==> config.mk <==
export PLATFORM = sky130hd
export DESIGN_NAME = legv8_control_unit
export DESIGN_NICKNAME = d
export VERILOG_FILES = /design/src/rtl/legv8_control_unit.sv
export SDC_FILE = /design/constraint.sdc
export NUM_CORES = 1
export LEC_CHECK = 0
export ABC_AREA = 1
export BUFFER_PORTS_ARGS = -buffer_cell sky130_fd_sc_hd__buf_2
export CAP_MARGIN = 20
export CORE_MARGIN = 2
export CORE_UTILIZATION = 50
export DETAILED_ROUTE_END_ITERATION = 8
export PLACE_DENSITY = 0.8
export SLEW_MARGIN = 25
export SYNTH_ARGS = -nofsm -noshare
export SYNTH_HDL_FRONTEND = slang
export SYNTH_SLANG_ARGS = --single-unit
==> constraint.sdc <==
create_clock -name clock -period 8.9 [get_ports clock]
set_clock_uncertainty 0.05 [all_clocks]
set_input_delay 1.335 -clock clock [delete_from_list [all_inputs] [get_ports clock]]
set_output_delay 1.335 -clock clock [all_outputs]
set_load 0.02 [all_outputs]
==> src/rtl/legv8_control_unit.sv <==
// rtl/legv8_control_unit.sv - LEGv8 multi-cycle control unit.
// Decodes one instruction per handshake and drives DatapathLEGv8 for one or two cycles.
module legv8_control_unit #(
  parameter logic [63:0] PC_RESET = 64'd0
) (
  input  logic        clock,
  input  logic        reset,
  input  logic        instr_valid,
  input  logic [31:0] instruction,
  output logic        instr_ready,
  input  logic [3:0]  status,
  output logic [24:0] ControlWord,
  output logic [63:0] constant,
  output logic [63:0] pc,
  output logic        illegal
);

  typedef enum logic [1:0] {IDLE, EXEC, MEM} state_t;
  typedef enum logic [1:0] {K_SEQ, K_LDUR, K_CBZ} kind_t;

  localparam logic [4:0] FS_AND = 5'b00000;
  localparam logic [4:0] FS_ORR = 5'b00100;
  localparam logic [4:0] FS_ADD = 5'b01000;
  localparam logic [4:0] FS_SUB = 5'b01010;
  localparam logic [4:0] FS_EOR = 5'b01100;
  localparam logic [4:0] FS_LSL = 5'b10000;
  localparam logic [4:0] FS_LSR = 5'b10100;

  state_t      state, state_next;
  kind_t       kind, dec_kind;
  logic [63:0] step, dec_step, pc_next;
  logic [24:0] dec_cw;
  logic [63:0] dec_const;
  logic        dec_illegal;
  logic        hit;
  logic [4:0]  rn, rm, rd;
  logic [63:0] mem_off, shamt, imm12;
  logic        unused_status;

  function automatic logic [24:0] pack_cw(input logic [4:0] sa, sb, da,
                                          input logic rw, mw,
                                          input logic [4:0] fs,
                                          input logic bsel, en_mem, en_alu);
    return {sa, sb, da, rw, mw, fs, bsel, en_mem, en_alu};
  endfunction

  assign rn            = instruction[9:5];
  assign rm            = instruction[20:16];
  assign rd            = instruction[4:0];
  assign mem_off       = {{55{instruction[20]}}, instruction[20:12]};
  assign shamt         = {58'd0, instruction[15:10]};
  assign imm12         = {52'd0, instruction[21:10]};
  assign instr_ready   = (state == IDLE);
  assign unused_status = ^status[3:1];

  // Opcode widths are tried longest first; dec_step holds the taken-branch PC increment.
  always_comb begin
    dec_cw      = '0;
    dec_const   = '0;
    dec_illegal = 1'b0;
    dec_kind    = K_SEQ;
    dec_step    = 64'd4;
    hit         = 1'b1;
    case (instruction[31:21])
      11'b10001011000: dec_cw = pack_cw(rn, rm, rd, 1'b1, 1'b0, FS_ADD, 1'b0, 1'b0, 1'b1);
      11'b11001011000: dec_cw = pack_cw(rn, rm, rd, 1'b1, 1'b0, FS_SUB, 1'b0, 1'b0, 1'b1);
      11'b10001010000: dec_cw = pack_cw(rn, rm, rd, 1'b1, 1'b0, FS_AND, 1'b0, 1'b0, 1'b1);
      11'b10101010000: dec_cw = pack_cw(rn, rm, rd, 1'b1, 1'b0, FS_ORR, 1'b0, 1'b0, 1'b1);
      11'b11001010000: dec_cw = pack_cw(rn, rm, rd, 1'b1, 1'b0, FS_EOR, 1'b0, 1'b0, 1'b1);
      11'b11010011011: begin
        dec_cw    = pack_cw(rn, rm, rd, 1'b1, 1'b0, FS_LSL, 1'b1, 1'b0, 1'b1);
        dec_const = shamt;
      end
      11'b11010011010: begin
        dec_cw    = pack_cw(rn, rm, rd, 1'b1, 1'b0, FS_LSR, 1'b1, 1'b0, 1'b1);
        dec_const = shamt;
      end
      11'b11111000010: begin
        dec_cw    = pack_cw(rn, 5'd0, rd, 1'b0, 1'b0, FS_ADD, 1'b1, 1'b0, 1'b0);
        dec_const = mem_off;
        dec_kind  = K_LDUR;
      end
      11'b11111000000: begin
        dec_cw    = pack_cw(rn, rd, 5'd0, 1'b0, 1'b1, FS_ADD, 1'b1, 1'b0, 1'b0);
        dec_const = mem_off;
      end
      default: hit = 1'b0;
    endcase
    if (!hit) begin
      hit = 1'b1;
      case (instruction[31:22])
        10'b1001000100: dec_cw = pack_cw(rn, 5'd0, rd, 1'b1, 1'b0, FS_ADD, 1'b1, 1'b0, 1'b1);
        10'b1101000100: dec_cw = pack_cw(rn, 5'd0, rd, 1'b1, 1'b0, FS_SUB, 1'b1, 1'b0, 1'b1);
        default:        hit = 1'b0;
      endcase
      if (hit) dec_const = imm12;
    end
    if (!hit) begin
      if (instruction[31:24] == 8'b10110100) begin
        dec_cw   = pack_cw(rd, 5'd0, 5'd0, 1'b0, 1'b0, FS_ADD, 1'b1, 1'b0, 1'b0);
        dec_kind = K_CBZ;
        dec_step = {{43{instruction[23]}}, instruction[23:5], 2'b00};
      end else if (instruction[31:26] == 6'b000101) begin
        dec_step = {{36{instruction[25]}}, instruction[25:0], 2'b00};
      end else begin
        dec_illegal = 1'b1;
      end
    end
  end

  always_comb begin
    state_next = state;
    pc_next    = pc + step;
    case (state)
      IDLE:    if (instr_valid) state_next = EXEC;
      EXEC:    state_next = (kind == K_LDUR) ? MEM : IDLE;
      MEM:     state_next = IDLE;
      default: state_next = IDLE;
    endcase
    if (kind == K_CBZ && !status[0]) pc_next = pc + 64'd4;
  end

  always_ff @(posedge clock or negedge reset) begin
    if (!reset) begin
      state       <= IDLE;
      kind        <= K_SEQ;
      step        <= 64'd4;
      pc          <= PC_RESET;
      ControlWord <= '0;
      constant    <= '0;
      illegal     <= 1'b0;
    end else begin
      state <= state_next;
      case (state)
        IDLE: begin
          if (instr_valid) begin
            kind        <= dec_kind;
            step        <= dec_step;
            ControlWord <= dec_cw;
            constant    <= dec_const;
            illegal     <= dec_illegal;
          end
        end
        EXEC: begin
          if (kind == K_LDUR) begin
            // Load write-back cycle: enable memory read and register write.
            ControlWord[9] <= 1'b1;
            ControlWord[1] <= 1'b1;
          end else begin
            ControlWord <= '0;
            constant    <= '0;
            illegal     <= 1'b0;
            pc          <= pc_next;
          end
        end
        default: begin
          ControlWord <= '0;
          constant    <= '0;
          illegal     <= 1'b0;
          pc          <= pc_next;
        end
      endcase
    end
  end

endmodule

After elaboration in Yosys (flattened, before gate mapping)
Index checks and enable logic that the tools add are counted.
- add/subtract/negate cells: 2
- eq/ne operators: 18
- mux-type cells: 38
- bitwise operators: 1
- reduce and logical (&&, ||, !) cells: 10
- operators with widths (cell ; count):
    64-bit 2-to-1 mux ; 9
    64-bit one-hot mux with 2 select lines ; 3
    25-bit one-hot mux with 9 select lines ; 1
    25-bit 2-to-1 mux ; 4
    25-bit one-hot mux with 2 select lines ; 2
    11-bit == test, second input constant ; 9
    64-bit by 3-bit adder with 64-bit output, second input constant ; 1
    64-bit adder ; 1
    10-bit == test, second input constant ; 2
    15-bit 2-to-1 mux ; 1
    1-bit 2-to-1 mux ; 11
    9-bit OR reduction ; 1
    8-bit == test, second input constant ; 1
    2-bit 2-to-1 mux ; 4
    7-bit 2-to-1 mux ; 1
    6-bit by 3-bit == test with 1-bit output, second input constant ; 1
    2-bit AND reduction ; 3
    2-bit OR reduction ; 3
    2-bit by 1-bit == test with 1-bit output, second input constant ; 2
    2-bit inequality test, second input constant ; 2
    2-bit one-hot mux with 2 select lines ; 1
    2-bit == test, second input constant ; 1
    2-bit zero test ; 1
    1-bit one-hot mux with 2 select lines ; 1
    3 further kinds ; 3
- register bits after elaboration: 222
- bits of input ports: 39
- output and inout port bits: 155
- word-level logic and storage cells: 77

Longest topological paths before layout
- depth in word-level cells: 8
- depth in mapped cells: 22
- depth with buffers taken out: 20

Worst setup path after synthesis
Ideal clock, no wire load.
- path type: in2reg
- start point: in status[0]
- end point: reg pc[48]
- setup time: 128 ps
- data arrival time: 3911 ps
- data required time: 8722 ps
- path slack: 4811 ps
- cell stages on the path: 22
- path through: inv_1 nand3_4 buf_2 buf_1 nand2_1 ha_1 inv_1 fa_1 inv_1 nand2_1 o21ai_0 nand3_1 nand2_1 nand3_1 nand3_1 nand2_1 nand2_1 nand2_1 nand2_1 nand2_1 nand3_1 o21ai_1
- cells in the longest elaborated chain, start to end: 5
- ends and longest elaborated chain (item ; line ; text):
    start, declared ; 11 ; input logic [3:0] status,
    1-bit zero test (*) ; 120 ; if (kind == K_CBZ && !status[0]) pc_next = pc + 64'd4;
    1-bit logical AND (*) ; 120 ;
    64-bit 2-to-1 mux (*) ; 120 ;
    64-bit 2-to-1 mux ; 145 ; if (kind == K_LDUR) begin
    64-bit one-hot mux with 2 select lines (*) ; 134 ; case (state)
    end signal, assigned ; 153 ; pc <= pc_next;
    end signal, assigned ; 160 ; pc <= pc_next;
    end, declared ; 14 ; output logic [63:0] pc,
Mark *: on every way between the ends. The rest lies on a longest branch, timed or not. The select of a mux whose other input is x is not followed.
A chain may end at the register's enable or synchronous reset.

Final worst setup path
- start point: in status[0]
- end point: reg pc[50]
The elaborated chain is that of the path after synthesis.

==> flow_metrics.py <==
metrics = {
    "cells_and_area": {
        "final_common_cell": "nand2_1",
        "final_nets": 1900,
        "final_cell_mix": "nand2_1, inv_1, buf_2",
        "area_growth_pct": 12.05,
        "drive_above_1_share_pct": 15.69,
        "fin_cells": 2123,
        "antenna_cells": 0,
    },
    "routing": {
        "drt-pass1-iter-count": 7,
        "via_per_inst": 5.411,
        "vias": 11487,
        "wl_um": 34490,
        "drt_iter0_markers": 957,
        "wl_per_cell_um": 16.24,
        "final_antenna_net_count": 0,
        "drc": 0,
    },
    "power": {
        "power_density_nw_per_um2": 197.4,
        "ir_drop_v": 0.0001237,
        "power_leakage_nw": 6.884,
    },
    "clock_tree": {
        "cts.sinks": 129,
        "htreeDepth": 4,
        "cts_buffers": 17,
        "cts_setup_buffers": 0,
        "cts.repair.resized": 0,
        "ctsHoldBuffers": 0,
        "clk_latency_ps": 430,
        "cts_root_buffer": "clkbuf_16",
        "clock_path_buffers": 2,
        "clk_pin_slew_ps": 70,
        "cts_tree": "done",
    },
    "yosys": {
        "synthArstFlopShare_pct": 100.0,
        "synth-seq-cells": 129,
        "synth_cell_types": 44,
        "synthFlopType": "dfrtp_1",
        "syn_inst": 1721,
        "seq_area_frac_synth_pct": 29.70,
        "synth_edf_count": 0,
        "syn_area_per_cell_um2": 6.318,
        "syn-cell-area_um2": 10870,
        "ys.warnings.count": 0,
    },
    "timing": {
        "fmax_ghz": 0.2124,
        "hold_viol_final": 0,
        "rsz0062_at_grt": "no",
        "worst_pin_slew_ps": 1110,
        "min_period_ps": 4708,
        "final.period_utilization_pct": 52.90,
        "setup_tns_ps": 0,
        "slew_headroom_pct": 26.02,
        "setup_viol": 0,
        "drv_slew": 0,
    },
    "die": {
        "num_io_pins": 194,
        "initial_utilization_pct": 51.40,
        "die_x_um": 151.5,
        "dieArea_um2": 22940,
        "die_h_um": 151.5,
        "rows": 53,
        "coreArea_um2": 21150,
    },
    "grt": {
        "grtUsageTotal_pct": 30.12,
        "grt_max_degree": 83,
        "overflow": 0,
        "grt_pass1_vias": 10489,
        "antenna_found_initial": 0,
        "grt_pass1_wl_um": 53870,
    },
    "placement": {
        "dp_cells": 2091,
        "place.gp.congestion": 0.9641,
        "numPortBuffers": 187,
        "place_hpwl_um": 26710,
    },
    "setup_path": {
        "required_ps": 9130,
        "r2r_cells": 20,
        "r2r_end": "pc[50]",
        "startpoint_type": "input port",
        "r2r_setup_slack_ps": 4790,
        "worstSetupEndpoint": "pc[50]",
        "cp-startpoint": "status[0]",
        "critPathKind": "input port to flip-flop",
        "timing.rr.start": "kind[0]",
        "cp_max_fo": 45,
        "endpoint_kind": "flip-flop",
        "crit_arrival_ps": 4940,
    },
    "run": {
        "maxCapViolCount": 0,
    },
    "run_status": {
        "status": "complete, no violations",
    },
    "min_path": {
        "hp-start": "constant[6]",
        "hp-class": "flip-flop to flip-flop",
    },
}
[registers in the layout (all words and copies together) (netlist names)]
register,count
step,26
pc,62
illegal,1
state,1
constant,13
ControlWord,24
kind,2
[worst max-delay path, cell delays in order]
cell,delay [ps]
buf_2,110
inv_1,80
nand3_4,460
nand2_1,220
ha_1,190
inv_1,50
fa_1,400
inv_1,120
nand2_1,50
o21ai_0,580
nand2_1,100
nand2_1,230
nand3_1,100
nand3_1,240
nand2_1,120
nand2_1,120
nand2_1,140
nand2_1,100
nand2_1,50
nand3_1,50
o21ai_0,80
[area by class of cell]
cell class / count / area [um2]
fillers: 2129 / 8971
clock buffers: 18 / 429.2
flip-flops and latches: 129 / 3231
inverters: 232 / 875.8
repair buffers: 192 / 979.7
multi-input cells: 1263 / 6128
well taps: 275 / 344.1
clock inverters: 14 / 195.2
[power by group]
| group | leakage, nW | internal, mW | switching (mW) |
|---|---|---|---|
| Clock | 0.303 | 0.453 | 0.312 |
| Combinational | 4.88 | 0.256 | 0.599 |
| Sequential | 1.71 | 0.684 | 0.101 |
| Total | 6.88 | 1.39 | 1.01 |
[cell usage after synthesis (6+ instances only)]
| cell | n | area (um2) |
|---|---|---|
| nand2_2 | 22 | 137.6 |
| a31oi_1 | 8 | 50.05 |
| dfrtp_1 | 128 | 3203 |
| nor3_1 | 10 | 50.05 |
| nand4_1 | 24 | 150.1 |
| xor2_1 | 11 | 96.34 |
| nor2_2 | 25 | 156.4 |
| a41oi_1 | 33 | 289.0 |
| nand2_1 | 613 | 2301 |
| inv_1 | 225 | 844.6 |
| a21oi_1 | 58 | 290.3 |
| o21bai_1 | 8 | 60.06 |
| o21ai_0 | 105 | 525.5 |
| o21ai_1 | 9 | 45.04 |
| o22ai_1 | 17 | 106.4 |
| xnor2_1 | 22 | 192.7 |
| ha_1 | 25 | 312.8 |
| buf_6 | 9 | 101.4 |
| nor2_1 | 115 | 431.7 |
| buf_4 | 57 | 427.9 |
| a22oi_1 | 6 | 45.04 |
| nand3_1 | 118 | 590.6 |
| clkbuf_1 | 28 | 105.1 |
[per-stage QoR]
step | util [%] | power [mW] | worst slack (ps) | instance area (um2) | hold WS (ps)
6_report | 57.59 | 2.405 | 4192 | 12180 | 428.8
5_1_grt | 57.59 | 2.548 | 3959 | 12180 | 446.3
4_1_cts | 57.57 | 2.406 | 4280 | 12180 | 428.5
3_5_place_dp | 54.62 | 1.640 | 3849 | 11550 | 410.6
3_3_place_gp | 54.60 | 1.622 | 3878 | 11550 | 411.1
2_1_floorplan | - | 1.369 | 4811 | 10880 | 399.2
[logic make-up (layout without fill, tap and decap cells)]
group / count (synthesis) / after routing / share of synthesized area, %
AOI/OAI and AO/OA: 256 / 256 / 13.88
buffers and inverters: 331 / 456 / 14.07
other: 1 / 3 / 0.03449
and+or+nand+nor: 944 / 944 / 36.44
DFF: 129 / 129 / 29.70
xor gates and xnor gates: 34 / 34 / 2.808
adders and majority gates: 26 / 26 / 3.061
[metal layers]
metal  GRT usage [%]  share of wire (%)  vias up
li1                -                  -     5709
met3           7.635                9.6       50
met1           41.89                 44     5221
met2           46.22                 44      507
met4           9.065                2.2        0
met5               0                  0        -
[worst min-delay path by stage]
stage,end,slack (ps),cells after the start
after floorplan,step[20],400,2
after global placement,ControlWord[22],410,2
after detailed placement,ControlWord[20],410,2
after CTS,ControlWord[6],430,2
after global routing,step[9],450,2
final,constant[6],430,2
(Power assumes the default switching activity.)
